**src/rtl/bridge_pkg.sv**
```systemverilog
// Shared definitions for the miniRV MMIO bus bridge.
//   state_e          : bridge FSM states
//   ERR_DATA         : word returned to the CPU for unmapped or timed-out loads
//   *_BASE / *_MASK  : default channel windows (DRAM, digits, LEDs, switches, buttons)
package bridge_pkg;

  typedef enum logic [1:0] {
    ST_IDLE   = 2'd0,
    ST_ACCESS = 2'd1,
    ST_RESP   = 2'd2
  } state_e;

  localparam logic [31:0] ERR_DATA  = 32'hDEAD_BEEF;

  localparam logic [31:0] DRAM_BASE = 32'h0000_0000;
  localparam logic [31:0] DRAM_MASK = 32'h0000_0000;
  localparam logic [31:0] DIG_BASE  = 32'hFFFF_F000;
  localparam logic [31:0] DIG_MASK  = 32'hFFFF_FFFC;
  localparam logic [31:0] LED_BASE  = 32'hFFFF_F060;
  localparam logic [31:0] LED_MASK  = 32'hFFFF_FFFC;
  localparam logic [31:0] SW_BASE   = 32'hFFFF_F070;
  localparam logic [31:0] SW_MASK   = 32'hFFFF_FFF8;
  localparam logic [31:0] BTN_BASE  = 32'hFFFF_F078;
  localparam logic [31:0] BTN_MASK  = 32'hFFFF_FFFC;

endpackage

```
**src/rtl/addr_decoder.sv**
```systemverilog
// Combinational address decoder for the MMIO bridge.
//   addr : byte address to decode
//   sel  : one-hot channel select (lowest matching channel index wins)
//   hit  : at least one channel window matched
// A channel matches when (addr & mask) == base.
module addr_decoder #(
  parameter int NUM_DEV = 4,
  parameter int ADDR_W  = 32,
  parameter logic [NUM_DEV*ADDR_W-1:0] DEV_BASE = '0,
  parameter logic [NUM_DEV*ADDR_W-1:0] DEV_MASK = '0
) (
  input  logic [ADDR_W-1:0]  addr,
  output logic [NUM_DEV-1:0] sel,
  output logic               hit
);

  // Walk from the highest channel down so the lowest-index match is the
  // last one written and therefore takes priority.
  always_comb begin
    sel = '0;
    hit = 1'b0;
    for (int i = NUM_DEV - 1; i >= 0; i--) begin
      if ((addr & DEV_MASK[i*ADDR_W +: ADDR_W]) == DEV_BASE[i*ADDR_W +: ADDR_W]) begin
        sel    = '0;
        sel[i] = 1'b1;
        hit    = 1'b1;
      end
    end
  end

endmodule

```
**src/rtl/mmio_bus_bridge.sv**
```systemverilog
// CPU data bus to NUM_DEV slave channel bridge.
// CPU side : req/we/addr/wdata in; rdata (held until next completed load),
//            stall, done (one-cycle pulse), sticky err + err_addr, err_clr.
// Dev side : one-hot dev_req, shared dev_we/dev_addr/dev_wdata from the
//            request latches, flattened dev_rdata and per-channel dev_ack.
// Each access is IDLE (decode) -> ACCESS (wait for ack or timeout) -> RESP
// (done pulse). Unmapped addresses skip ACCESS and report an error.
module mmio_bus_bridge
  import bridge_pkg::*;
#(
  parameter int NUM_DEV = 4,
  parameter int ADDR_W  = 32,
  parameter int DATA_W  = 32,
  parameter int TIMEOUT = 15,
  parameter logic [NUM_DEV*ADDR_W-1:0] DEV_BASE = {DIG_BASE, LED_BASE, SW_BASE, DRAM_BASE},
  parameter logic [NUM_DEV*ADDR_W-1:0] DEV_MASK = {32'hFFFF_FFFC, 32'hFFFF_FFFC, 32'hFFFF_FFF8, DRAM_MASK}
) (
  input  logic                      clk_from_cpu,
  input  logic                      rst_from_cpu,
  input  logic                      req_from_cpu,
  input  logic                      we_from_cpu,
  input  logic [ADDR_W-1:0]         addr_from_cpu,
  input  logic [DATA_W-1:0]         wdata_from_cpu,
  input  logic                      err_clr,
  output logic [DATA_W-1:0]         rdata_to_cpu,
  output logic                      stall_to_cpu,
  output logic                      done_to_cpu,
  output logic                      err_to_cpu,
  output logic [ADDR_W-1:0]         err_addr,
  output logic [NUM_DEV-1:0]        dev_req,
  output logic                      dev_we,
  output logic [ADDR_W-1:0]         dev_addr,
  output logic [DATA_W-1:0]         dev_wdata,
  input  logic [NUM_DEV*DATA_W-1:0] dev_rdata,
  input  logic [NUM_DEV-1:0]        dev_ack
);

  localparam int CNT_W = $clog2(TIMEOUT + 1);
  localparam logic [DATA_W-1:0] ERR_WORD = DATA_W'(ERR_DATA);

  state_e               state_q, state_d;
  logic [CNT_W-1:0]     cnt_q, cnt_d;
  logic                 we_q, we_d;
  logic [ADDR_W-1:0]    addr_q, addr_d;
  logic [DATA_W-1:0]    wdata_q, wdata_d;
  logic [NUM_DEV-1:0]   sel_q, sel_d;
  logic [DATA_W-1:0]    rdata_q, rdata_d;
  logic                 err_q, err_d;
  logic [ADDR_W-1:0]    err_addr_q, err_addr_d;

  logic [NUM_DEV-1:0]   dec_sel;
  logic                 dec_hit;
  logic [DATA_W-1:0]    sel_rdata;
  logic                 sel_ack;
  logic                 set_err;
  logic [ADDR_W-1:0]    fault_addr;

  addr_decoder #(
    .NUM_DEV (NUM_DEV),
    .ADDR_W  (ADDR_W),
    .DEV_BASE(DEV_BASE),
    .DEV_MASK(DEV_MASK)
  ) u_dec (
    .addr(addr_from_cpu),
    .sel (dec_sel),
    .hit (dec_hit)
  );

  // Only the latched channel's ack and data matter; everything else is ignored.
  always_comb begin
    sel_rdata = '0;
    for (int i = 0; i < NUM_DEV; i++) begin
      if (sel_q[i]) sel_rdata = sel_rdata | dev_rdata[i*DATA_W +: DATA_W];
    end
  end
  assign sel_ack = |(dev_ack & sel_q);

  always_comb begin
    state_d      = state_q;
    cnt_d        = cnt_q;
    we_d         = we_q;
    addr_d       = addr_q;
    wdata_d      = wdata_q;
    sel_d        = sel_q;
    rdata_d      = rdata_q;
    err_d        = err_q;
    err_addr_d   = err_addr_q;
    set_err      = 1'b0;
    fault_addr   = addr_q;
    stall_to_cpu = 1'b0;
    done_to_cpu  = 1'b0;
    dev_req      = '0;

    case (state_q)
      ST_IDLE: begin
        stall_to_cpu = req_from_cpu;
        if (req_from_cpu) begin
          we_d    = we_from_cpu;
          addr_d  = addr_from_cpu;
          wdata_d = wdata_from_cpu;
          sel_d   = dec_sel;
          if (dec_hit) begin
            state_d = ST_ACCESS;
            cnt_d   = '0;
          end else begin
            state_d    = ST_RESP;
            set_err    = 1'b1;
            fault_addr = addr_from_cpu;
            if (!we_from_cpu) rdata_d = ERR_WORD;
          end
        end
      end

      ST_ACCESS: begin
        stall_to_cpu = 1'b1;
        dev_req      = sel_q;
        cnt_d        = cnt_q + CNT_W'(1);
        // An ack in the last allowed cycle still completes normally.
        if (sel_ack) begin
          if (!we_q) rdata_d = sel_rdata;
          state_d = ST_RESP;
        end else if (cnt_d == CNT_W'(TIMEOUT)) begin
          set_err = 1'b1;
          if (!we_q) rdata_d = ERR_WORD;
          state_d = ST_RESP;
        end
      end

      ST_RESP: begin
        done_to_cpu = 1'b1;
        state_d     = ST_IDLE;
      end

      default: state_d = ST_IDLE;
    endcase

    // A new error outranks a simultaneous clear.
    if (set_err) begin
      err_d      = 1'b1;
      err_addr_d = fault_addr;
    end else if (err_clr) begin
      err_d      = 1'b0;
      err_addr_d = '0;
    end
  end

  always_ff @(posedge clk_from_cpu or posedge rst_from_cpu) begin
    if (rst_from_cpu) begin
      state_q    <= ST_IDLE;
      cnt_q      <= '0;
      we_q       <= 1'b0;
      addr_q     <= '0;
      wdata_q    <= '0;
      sel_q      <= '0;
      rdata_q    <= '0;
      err_q      <= 1'b0;
      err_addr_q <= '0;
    end else begin
      state_q    <= state_d;
      cnt_q      <= cnt_d;
      we_q       <= we_d;
      addr_q     <= addr_d;
      wdata_q    <= wdata_d;
      sel_q      <= sel_d;
      rdata_q    <= rdata_d;
      err_q      <= err_d;
      err_addr_q <= err_addr_d;
    end
  end

  assign rdata_to_cpu = rdata_q;
  assign err_to_cpu   = err_q;
  assign err_addr     = err_addr_q;
  assign dev_we       = we_q;
  assign dev_addr     = addr_q;
  assign dev_wdata    = wdata_q;

endmodule

```
**config.mk**
```make
export PLATFORM = sky130hd
export DESIGN_NAME = mmio_bus_bridge
export DESIGN_NICKNAME = d
export VERILOG_FILES = /design/src/rtl/bridge_pkg.sv /design/src/rtl/addr_decoder.sv /design/src/rtl/mmio_bus_bridge.sv
export SDC_FILE = /design/constraint.sdc
export NUM_CORES = 1
export LEC_CHECK = 0
export BUFFER_PORTS_ARGS = -buffer_cell sky130_fd_sc_hd__buf_2
export CORE_AREA = 3 3 129 131
export CTS_CLUSTER_SIZE = 28
export DETAILED_ROUTE_END_ITERATION = 12
export DIE_AREA = 0 0 132 134
export PLACE_DENSITY = 0.65
export SYNTH_ARGS = -nofsm -noshare
export SYNTH_HDL_FRONTEND = slang
export SYNTH_SLANG_ARGS = --single-unit
```
**constraint.sdc**
```tcl
create_clock -name clk_from_cpu -period 6.1 [get_ports clk_from_cpu]
set_input_delay 1.22 -clock clk_from_cpu [delete_from_list [all_inputs] [get_ports clk_from_cpu]]
set_output_delay 1.22 -clock clk_from_cpu [all_outputs]
set_load 0.01 [all_outputs]
```
==> impl_metrics.env <==
export IMPL_rsz0062_at_grt="no"
export IMPL_tns_ps=0
export IMPL_ys_seq_elements=137
export IMPL_cts_tree="built"
export IMPL_fin_worst_skew_ps=10.7
export IMPL_fin_cells=895
export IMPL_drt_iter0_markers=151
export IMPL_io_pins=337
export IMPL_row_count=46
export IMPL_fin_nets=869
export IMPL_grt_pass1_wl_um=21700
export IMPL_rr_startpoint="state_q[0]"
export IMPL_arrival_ps=1840
export IMPL_tightest_slew_ps=1190
export IMPL_drt_total_wl_um=13400
export IMPL_hold_buffers=0
export IMPL_area_growth_pct=35.4
export IMPL_hold_class="reg -> reg"
export IMPL_yosysWarningCount=0
export IMPL_dp_cells=863
export IMPL_place_gp_congestion=0.749
export IMPL_drc=0
export IMPL_whs_path_depth=1
export IMPL_crit_path_end_kind="primary output"
export IMPL_avgSynthCellArea_um2=12.9
export IMPL_synth_area_leader_cell="dfrtp_1"
export IMPL_power_density_nw_per_um2=457
export IMPL_crit_fanout=5
export IMPL_r2r_cells=4
export IMPL_cts_setup_buffers=0
export IMPL_hold_viol=0
export IMPL_cts_sinks=137
export IMPL_cts_resized=0
export IMPL_fp_dieW_um=132
export IMPL_dr_total_vias=4133
export IMPL_clk_path_buf_depth=2
export IMPL_cts_root_buf="clkbuf_16"
export IMPL_hp_start="dev_wdata[28]"
export IMPL_core_area_um2=15700
export IMPL_grt_max_degree=97
export IMPL_synth_top_area_share_pct=61.8
export IMPL_maxCapViolCount=0
export IMPL_reg2reg_setup_slack_ps=3820
export IMPL_relSlewSlack_pct=20.4
export IMPL_dp_hpwl_um=9270
export IMPL_status="completed"
export IMPL_yosysUniqueCellTypes=32
export IMPL_dr_pass1_iters=5
export IMPL_final_util_pct=47.8
export IMPL_antenna_found_initial=3
export IMPL_worst_setup_path_type="in -> out"
export IMPL_vias_per_cell=4.62
export IMPL_setup_viol=0
export IMPL_dieHeight_um=134
export IMPL_overflow=0
export IMPL_most_common_layout_cells="buf_2 (234), dfrtp_1 (137), mux2_2 (95), nor2_1 (50), nor2b_1 (33)"
export IMPL_fill_cells=1458
export IMPL_worst_hold_path_endpoint="dev_wdata[28]"
export IMPL_critPathLaunchType="input pin"
export IMPL_drive_gt1_share_pct=54.7
export IMPL_syn_inst=431
export IMPL_ir_drop_mv=0.213
export IMPL_start_util_pct=35.3
export IMPL_syn_cell_area_um2=5550
export IMPL_clkSlewWorstSetupHoldPaths_ps=60
export IMPL_leakage_nw=3.76
export IMPL_placement_io_buffers=234
export IMPL_dieArea_um2=17700
export IMPL_htreeDepth=4
export IMPL_synth_seq_area_share_pct=61.8
export IMPL_finalCritPeriodShare_pct=50.2
export IMPL_layout_min_cycle_time_ps=3060
export IMPL_wl_per_cell_um=15.0
export IMPL_postRouteAntennaNets=0
export IMPL_grtUsageTotal_pct=15.4
export IMPL_critPathRequiredTime_ps=4880
export IMPL_synth_area_leaders="dfrtp_1 (62%), mux2_2 (19%), nor2b_1 (3.7%)"
export IMPL_worstSkewPairLatency_ps=410
export IMPL_fmax_mhz=326
export IMPL_layout_commonest_cell="buf_2"
export IMPL_cts_buffers=17
export IMPL_grt_pass1_vias=4193
export IMPL_finalMaxSlewViolations=0
export IMPL_crit_reg2reg_capture="rdata_to_cpu[0]"
kinds of logic (layout without fill, tap and decap cells):
kind of cell / after synthesis / count (layout) / synth area share (%)
flops: 137 / 137 / 61.8
mux: 97 / 97 / 19.7
other cells: 1 / 4 / 0.0676
buf+inv: 28 / 273 / 2.82
fa+ha+maj: 2 / 2 / 0.451
xor+xnor: 2 / 2 / 0.316
simple gates: 118 / 118 / 10.3
compound gates: 46 / 46 / 4.53
cells in the mapped netlist:
library cell and n:
buf_6 3, ha_1 2, nand2b_1 2, nor2b_1 33
and2b_1 1, nor2_1 50, buf_4 6, nand2_1 22
a21bo_2 1, xor2_1 1, mux2_2 95, dfrtp_1 137
nand3b_1 1, inv_1 4, a31o_2 1, nor3_2 1
mux2_1 2, o211a_1 1, buf_2 5, nor3_4 1
a21oi_1 26, o21ai_0 14, nand3_1 3, xnor2_1 1
a21o_1 1, conb_1 1, clkbuf_1 10, o211ai_1 1
o21bai_1 1, and2_1 1, or2_2 1, nor3b_1 2
state kept, by name, indices dropped and copies added, names as in the netlist:
register,flops
dev_we,1
rdata_to_cpu,32
state_q,2
err_to_cpu,1
dev_wdata,32
cnt_q,4
sel_q,1
dev_addr,32
err_addr,32
metal layers:
metal  GRT usage, %  up-vias  wire length (um)
met5              0        -                21
li1               -     1938                 -
met2           23.0      175              6140
met3           6.75       16              1270
met1           19.8     2000              5780
met4           6.13        4               194
critical path, cell delays in order:
cell and delay [ps]:
buf_2 100, o21bai_1 300, inv_1 70, buf_2 150
layout make-up:
| class | instances | area [um^2] | area share [%] |
|---|---|---|---|
| flip-flops and latches | 137 | 3430 | 45.7 |
| multi-input cells | 268 | 1980 | 26.4 |
| repair buffers | 238 | 1200 | 16.0 |
| clock buffers | 18 | 439 | 5.85 |
| well taps | 216 | 270 | 3.60 |
| clock inverters | 13 | 166 | 2.22 |
| inverters | 4 | 20.0 | 0.267 |
| diodes | 1 | 2.50 | 0.0333 |
how the worst max path moves through the flow:
stage / end / depth (start not counted) / startpoint / slack (ps)
2_1_floorplan: cnt_q[0] / 1 / rst_from_cpu / 1210
3_3_place_gp: stall_to_cpu / 4 / req_from_cpu / 3010
3_5_place_dp: stall_to_cpu / 4 / req_from_cpu / 3030
4_1_cts: stall_to_cpu / 4 / req_from_cpu / 3020
5_1_grt: stall_to_cpu / 4 / req_from_cpu / 2940
6_report: stall_to_cpu / 4 / req_from_cpu / 3040
power breakdown:
group / total [mW] / internal, mW / switching, mW
logic: 0.980 / 0.478 / 0.501
registers: 1.40 / 1.22 / 0.187
clock network: 1.05 / 0.655 / 0.393
total: 3.43 / 2.35 / 1.08
through the flow:
step | hold WS (ps) | total power, mW | instance area [um^2] | setup slack [ps]
after floorplan | 477 | 1.96 | 5560 | 1210
after global placement | 459 | 2.38 | 6900 | 3010
after detailed placement | 492 | 2.42 | 6900 | 3030
after CTS | 505 | 3.49 | 7510 | 3020
after global routing | 516 | 3.65 | 7510 | 2940
final | 505 | 3.43 | 7510 | 3040
Note: power is estimated with default switching activity, not from simulation.
